===== config.mk =====
export PLATFORM = sky130hd
export DESIGN_NAME = regfile_writeback_arbiter
export DESIGN_NICKNAME = d
export VERILOG_FILES = /design/src/rtl/regfile_writeback_arbiter.sv
export SDC_FILE = /design/constraint.sdc
export NUM_CORES = 1
export LEC_CHECK = 0
export BUFFER_PORTS_ARGS = -buffer_cell sky130_fd_sc_hd__buf_4
export CAP_MARGIN = 15
export CORE_AREA = 2 2 59 61
export CTS_CLUSTER_DIAMETER = 30
export DETAILED_ROUTE_END_ITERATION = 7
export DIE_AREA = 0 0 61 63
export GPL_TIMING_DRIVEN = 0
export HOLD_SLACK_MARGIN = 0.03
export PLACE_DENSITY = 0.68
export SETUP_SLACK_MARGIN = 0.15
export SKIP_LAST_GASP = 1
export SYNTH_ARGS = -nofsm -noshare
export SYNTH_HDL_FRONTEND = slang
export SYNTH_SLANG_ARGS = --single-unit

===== constraint.sdc =====
create_clock -name CLK -period 5.3 [get_ports CLK]
set_clock_uncertainty 0.1 [all_clocks]
set_input_delay 0.265 -clock CLK [delete_from_list [all_inputs] [get_ports CLK]]
set_output_delay 0.265 -clock CLK [all_outputs]
set_load 0.02 [all_outputs]

===== src/rtl/regfile_writeback_arbiter.sv =====
// Register-file write-back arbiter.
// Four write-back sources (ALU, memory, immediate, link) compete for the
// single register-file write port. A round-robin pointer picks one winner
// per cycle. Every output is registered, so a request sampled on one edge
// shows up as a grant during the following cycle. Hold freezes
// arbitration. Writes to register 0 are granted but not enabled. WrCount
// tallies the writes that were actually committed.

module regfile_writeback_arbiter (
    input  logic        CLK,
    input  logic        Reset_n,
    input  logic [3:0]  Req,
    input  logic [3:0]  Dst0,
    input  logic [3:0]  Dst1,
    input  logic [3:0]  Dst2,
    input  logic [3:0]  Dst3,
    input  logic        Hold,
    output logic [1:0]  RFWD,
    output logic        RFWE,
    output logic [3:0]  RFWA,
    output logic [3:0]  Grant,
    output logic [15:0] WrCount
);

    typedef enum logic [1:0] {
        IDLE   = 2'd0,
        WRITE  = 2'd1,
        FROZEN = 2'd2
    } state_e;

    state_e      state_q, state_d;
    logic [1:0]  ptr_q, ptr_d;
    logic [3:0]  grant_q, grant_d;
    logic [1:0]  rfwd_q, rfwd_d;
    logic [3:0]  rfwa_q, rfwa_d;
    logic        rfwe_q, rfwe_d;
    logic [15:0] wrCount_q, wrCount_d;

    logic        winnerFound;
    logic [1:0]  winnerIdx;
    logic [1:0]  candIdx;
    logic [3:0]  winnerDst;

    // Round-robin search: start one past the last winner and wrap.
    // The last winner itself is checked last, so it has the lowest priority.
    always_comb begin
        winnerFound = 1'b0;
        winnerIdx   = ptr_q;
        candIdx     = 2'd0;
        for (int k = 1; k <= 4; k++) begin
            candIdx = ptr_q + k[1:0];
            if (!winnerFound && Req[candIdx]) begin
                winnerFound = 1'b1;
                winnerIdx   = candIdx;
            end
        end
    end

    // Pick the destination register that belongs to the winning source.
    always_comb begin
        winnerDst = Dst0;
        case (winnerIdx)
            2'd0:    winnerDst = Dst0;
            2'd1:    winnerDst = Dst1;
            2'd2:    winnerDst = Dst2;
            default: winnerDst = Dst3;
        endcase
    end

    // Next-state and registered-output logic.
    // Hold overrides everything. Leaving FROZEN always takes one idle
    // cycle before any grant. A grant captures the winner's select and
    // address. The counter picks up the write that is committed this cycle.
    always_comb begin
        state_d   = IDLE;
        ptr_d     = ptr_q;
        grant_d   = 4'b0000;
        rfwd_d    = rfwd_q;
        rfwa_d    = rfwa_q;
        rfwe_d    = 1'b0;
        wrCount_d = wrCount_q + {15'd0, rfwe_q};

        if (Hold) begin
            state_d = FROZEN;
        end else if (state_q == FROZEN) begin
            state_d = IDLE;
        end else if (winnerFound) begin
            state_d = WRITE;
            ptr_d   = winnerIdx;
            grant_d = 4'b0001 << winnerIdx;
            rfwd_d  = winnerIdx;
            rfwa_d  = winnerDst;
            rfwe_d  = (winnerDst != 4'd0);
        end else begin
            state_d = IDLE;
        end
    end

    // State and output registers.
    // Reset clears everything asynchronously. Ptr is cleared to 3 so that
    // source 0 wins first.
    always_ff @(posedge CLK or negedge Reset_n) begin
        if (!Reset_n) begin
            state_q   <= IDLE;
            ptr_q     <= 2'd3;
            grant_q   <= 4'b0000;
            rfwd_q    <= 2'd0;
            rfwa_q    <= 4'd0;
            rfwe_q    <= 1'b0;
            wrCount_q <= 16'd0;
        end else begin
            state_q   <= state_d;
            ptr_q     <= ptr_d;
            grant_q   <= grant_d;
            rfwd_q    <= rfwd_d;
            rfwa_q    <= rfwa_d;
            rfwe_q    <= rfwe_d;
            wrCount_q <= wrCount_d;
        end
    end

    assign Grant   = grant_q;
    assign RFWD    = rfwd_q;
    assign RFWA    = rfwa_q;
    assign RFWE    = rfwe_q;
    assign WrCount = wrCount_q;

endmodule


==> results.md <==
* Status: finished clean
* Placed instance area at roughly 1800 um2
* Pleak at roughly 0.94 nW
* Logic pwr share at 38.1%
* Total global-route track usage at about 16%
* Core Util, Final at 58.1%
* Cell count along the critical path at 7
* RSZ-0062 raised after global routing: false
* Vias per cell at 4.97
* CP startpoint: ptr_q[0]$_DFFE_PN1P_
* CTS tree: yes
* H-tree level count at 2
* Max Slew Vio Count at 0
* Seq/Total Area, Yosys at 56.3%
* Mapped Cells at 118
* Hold Fails Final Rpt at 0
* Global-route wire length before repair at about 4.6 mm
* Final Cycle Share at 41.0%
* Clk pwr share at approximately 17%
* Largest net degree at the start of global routing at 32
* Clock Pin Slew Worst Setup and Hold Paths at about 0.09 ns
* Die Height at 63 um
* Worst setup SP type: register
* Root buffer cell: clkbuf_4
* # diodes at 0
* Sw Pwr at approximately 0.26 mW
* Max FO, Critical Path at 10
* Hold Crit Class: input port to register
* Router iterations before antenna repair at 4
* Initial Util at 42.7%
* Post-Route WL at 2.84 mm
* R2R Setup Slk at 3.13 ns
* Predominant post-synthesis flop cell: dfrtp_1
* Max Cap Viol at 0
* R2R depth at 7
* Congestion Overflow GR at 0
* Crit-path cells: inv_1, or3_2, o311a_2, buf_6, mux2i_1, mux2_2, a41oi_2
* Rows at 21
* IO buf count at 49
* IO Pins at 50
* Clock Latency Late Sink at ~0.32 ns
* Fmax at 460 MHz
* Yosys reg bits at 31
* Final nets at 201
* CP Data Arrival Time at 2.31 ns
* CP delay by family, top: flip-flops
* Worst reg2reg endpoint: RFWE$_DFF_PN0_
* Synth cell types at 28
* Worst path bufs/invs at 2
* Post-CTS setup repair buffer count at 0
* Post-synth EDFFs at 0
* Worst Tran Pin Value at 0.528 ns
* Switch share at 35.5%
* CTS buffer count at 5
* CTS max path bufs at 2
* Vias in the first global route at roughly 1100
* Critical R2R Launch: ptr_q[0]$_DFFE_PN1P_
* Pint at about 0.48 mW
* Initial antenna violation count at 0
* Post-CTS resize count at 0
* Layout cells sized above 1 at 37.3%
* Pwr dens at approximately 400 nW/um2
* DRT iter0 DRCs at between 40 and 50
* Setup TNS Final at 0 ns
* CTS sink cnt at 31
* Worst Setup End Kind: register
* Relative slew slack at 64.7%
* Total of warnings raised by yosys at 0
* Post-DRT Antenna Nets at 0
* WS Path Type: register to register
* Synth Cell Area at roughly 1400 um2
* Setup Viol. Count Final at 0
* Post-Syn Nets at 143
* Fillers at 298
* Core Box Area at 3230 um2
* Worst EP required at between 5 and 6 ns
* CP peak stage delay at 0.56 ns
* Layout area overhead at 35.9%
* Syn avg cell area at between 10 and 15 um2
* Peak VDD IR at 0.173 mV
* CP max stage cell: dfstp_2
* WL/cell at 12.7 um
* Routed via count at 1109
* Placer congestion estimate at 0.769
* Die area at slightly below 4000 um2
* End of the critical path: RFWE$_DFF_PN0_
* Ys async rst share at 100%
* Chip width at 61 um
* DRC viols at 0
* Min Tclk post-route at 2.17 ns
* Post-route design area at 1880 um2
* Seq pwr share at 45.1%
* Post-DP HPWL at 2.20 mm
synthesized netlist by cell type, types with 2 or more instances:
library cell | n | area, um2
mux2i_1 | 8 | 80.1
nor3_1 | 2 | 10.0
dfstp_2 | 2 | 52.6
dfrtp_1 | 29 | 726
nor2_1 | 9 | 33.8
xor2_1 | 4 | 35.0
inv_1 | 5 | 18.8
mux2_2 | 4 | 45.0
ha_1 | 2 | 25.0
xnor2_1 | 10 | 87.6
nand3_1 | 7 | 35.0
nand4_1 | 3 | 18.8
o21a_1 | 4 | 30.0
and3_1 | 2 | 12.5
o21ai_0 | 4 | 20.0
nand2_1 | 11 | 41.3
worst min path at each step:
stage               startpoint                   end  slack, ns  cells after the start
floorplan              Reset_n    Grant[0]$_DFF_PN0_      -0.13                      0
global placement       Reset_n    Grant[1]$_DFF_PN0_       0.11                      1
detailed placement     Reset_n  WrCount[3]$_DFF_PN0_       0.11                      1
CTS                     Req[0]    Grant[0]$_DFF_PN0_       0.21                      3
global route            Req[0]    Grant[0]$_DFF_PN0_       0.27                      3
finish                  Req[0]    Grant[0]$_DFF_PN0_       0.22                      3
power groups by stage:
stage / clock network (mW) / logic, mW / registers [mW]
2_1_floorplan: 0 / 0.119 / 0.384
6_report: 0.124 / 0.283 / 0.334
4_1_cts: 0.130 / 0.288 / 0.334
3_5_place_dp: 0 / 0.287 / 0.338
3_3_place_gp: 0 / 0.279 / 0.335
5_1_grt: 0.146 / 0.307 / 0.341
stage by stage:
stage,power (mW),hold WS [ns],cells,setup WS [ns]
after global placement,0.613,0.112,213,3.17
after global routing,0.794,0.272,223,3.08
after CTS,0.753,0.205,223,3.12
after detailed placement,0.625,0.115,213,3.13
final,0.742,0.222,223,3.13
after floorplan,0.503,-0.131,118,3.26
cells in the final DEF (no fill, tap or decap), drive strengths merged, types with 3 or more instances in the layout:
master | netlist | final
xor2 | 4 | 4
nand4 | 3 | 3
mux2 | 4 | 4
buf | 1 | 50
clkbuf | 1 | 8
mux2i | 8 | 8
nand2 | 11 | 11
nor2 | 9 | 9
o21a | 4 | 4
xnor2 | 10 | 10
inv | 5 | 5
dfrtp | 29 | 29
nand3 | 7 | 7
o21ai | 4 | 4
worst min-delay path, delay by kind of cell:
family	cells	cell delay, ns
simple gates	1	0.08
compound gates	1	0.14
buf+inv	1	0.12
flip-flops by register name (all words and copies together), names as in the netlist:
| register | flops |
|---|---|
| RFWA | 4 |
| Grant | 4 |
| ptr_q | 2 |
| state_q | 2 |
| RFWD | 2 |
| WrCount | 16 |
| RFWE | 1 |
routing by layer:
| metal | global-route usage (%) | routed length [um] | vias to the layer above |
|---|---|---|---|
| met5 | 0 | 0 | - |
| met4 | 8.70 | 78 | 0 |
| met3 | 5.38 | 191 | 9 |
| met2 | 26.1 | 1390 | 54 |
| met1 | 18.5 | 1180 | 521 |
| li1 | - | - | 525 |
layout make-up:
type                       instances  area (um2)  area share, %
multi-input combinational         80         569           30.3
clock buffer                       7        45.0           2.40
tap                               46        57.6           3.07
timing repair buffer              51         388           20.7
inverter                           5        18.8           1.00
clock inverter                     1        5.00          0.267
sequential                        31         778           41.5
buffer                             2        15.0          0.800
cells by family (layout without fill, tap and decap cells):
logic type / count (synthesis) / in the layout / synth area share [%]
xor+xnor: 14 / 14 / 8.88
mux: 12 / 12 / 9.06
flops: 31 / 31 / 56.3
fa+ha+maj: 2 / 2 / 1.81
buf+inv: 7 / 66 / 2.45
compound gates: 15 / 15 / 8.52
simple gates: 37 / 37 / 13.0
what timing repair did:
| action | in CTS | in global routing |
|---|---|---|
| endpoints found under the setup margin | 0 | 0 |
| endpoints found under the hold margin | 30 | 0 |
| hold buffers | 2 | 0 |
Note: power is estimated with default switching activity, not from simulation.
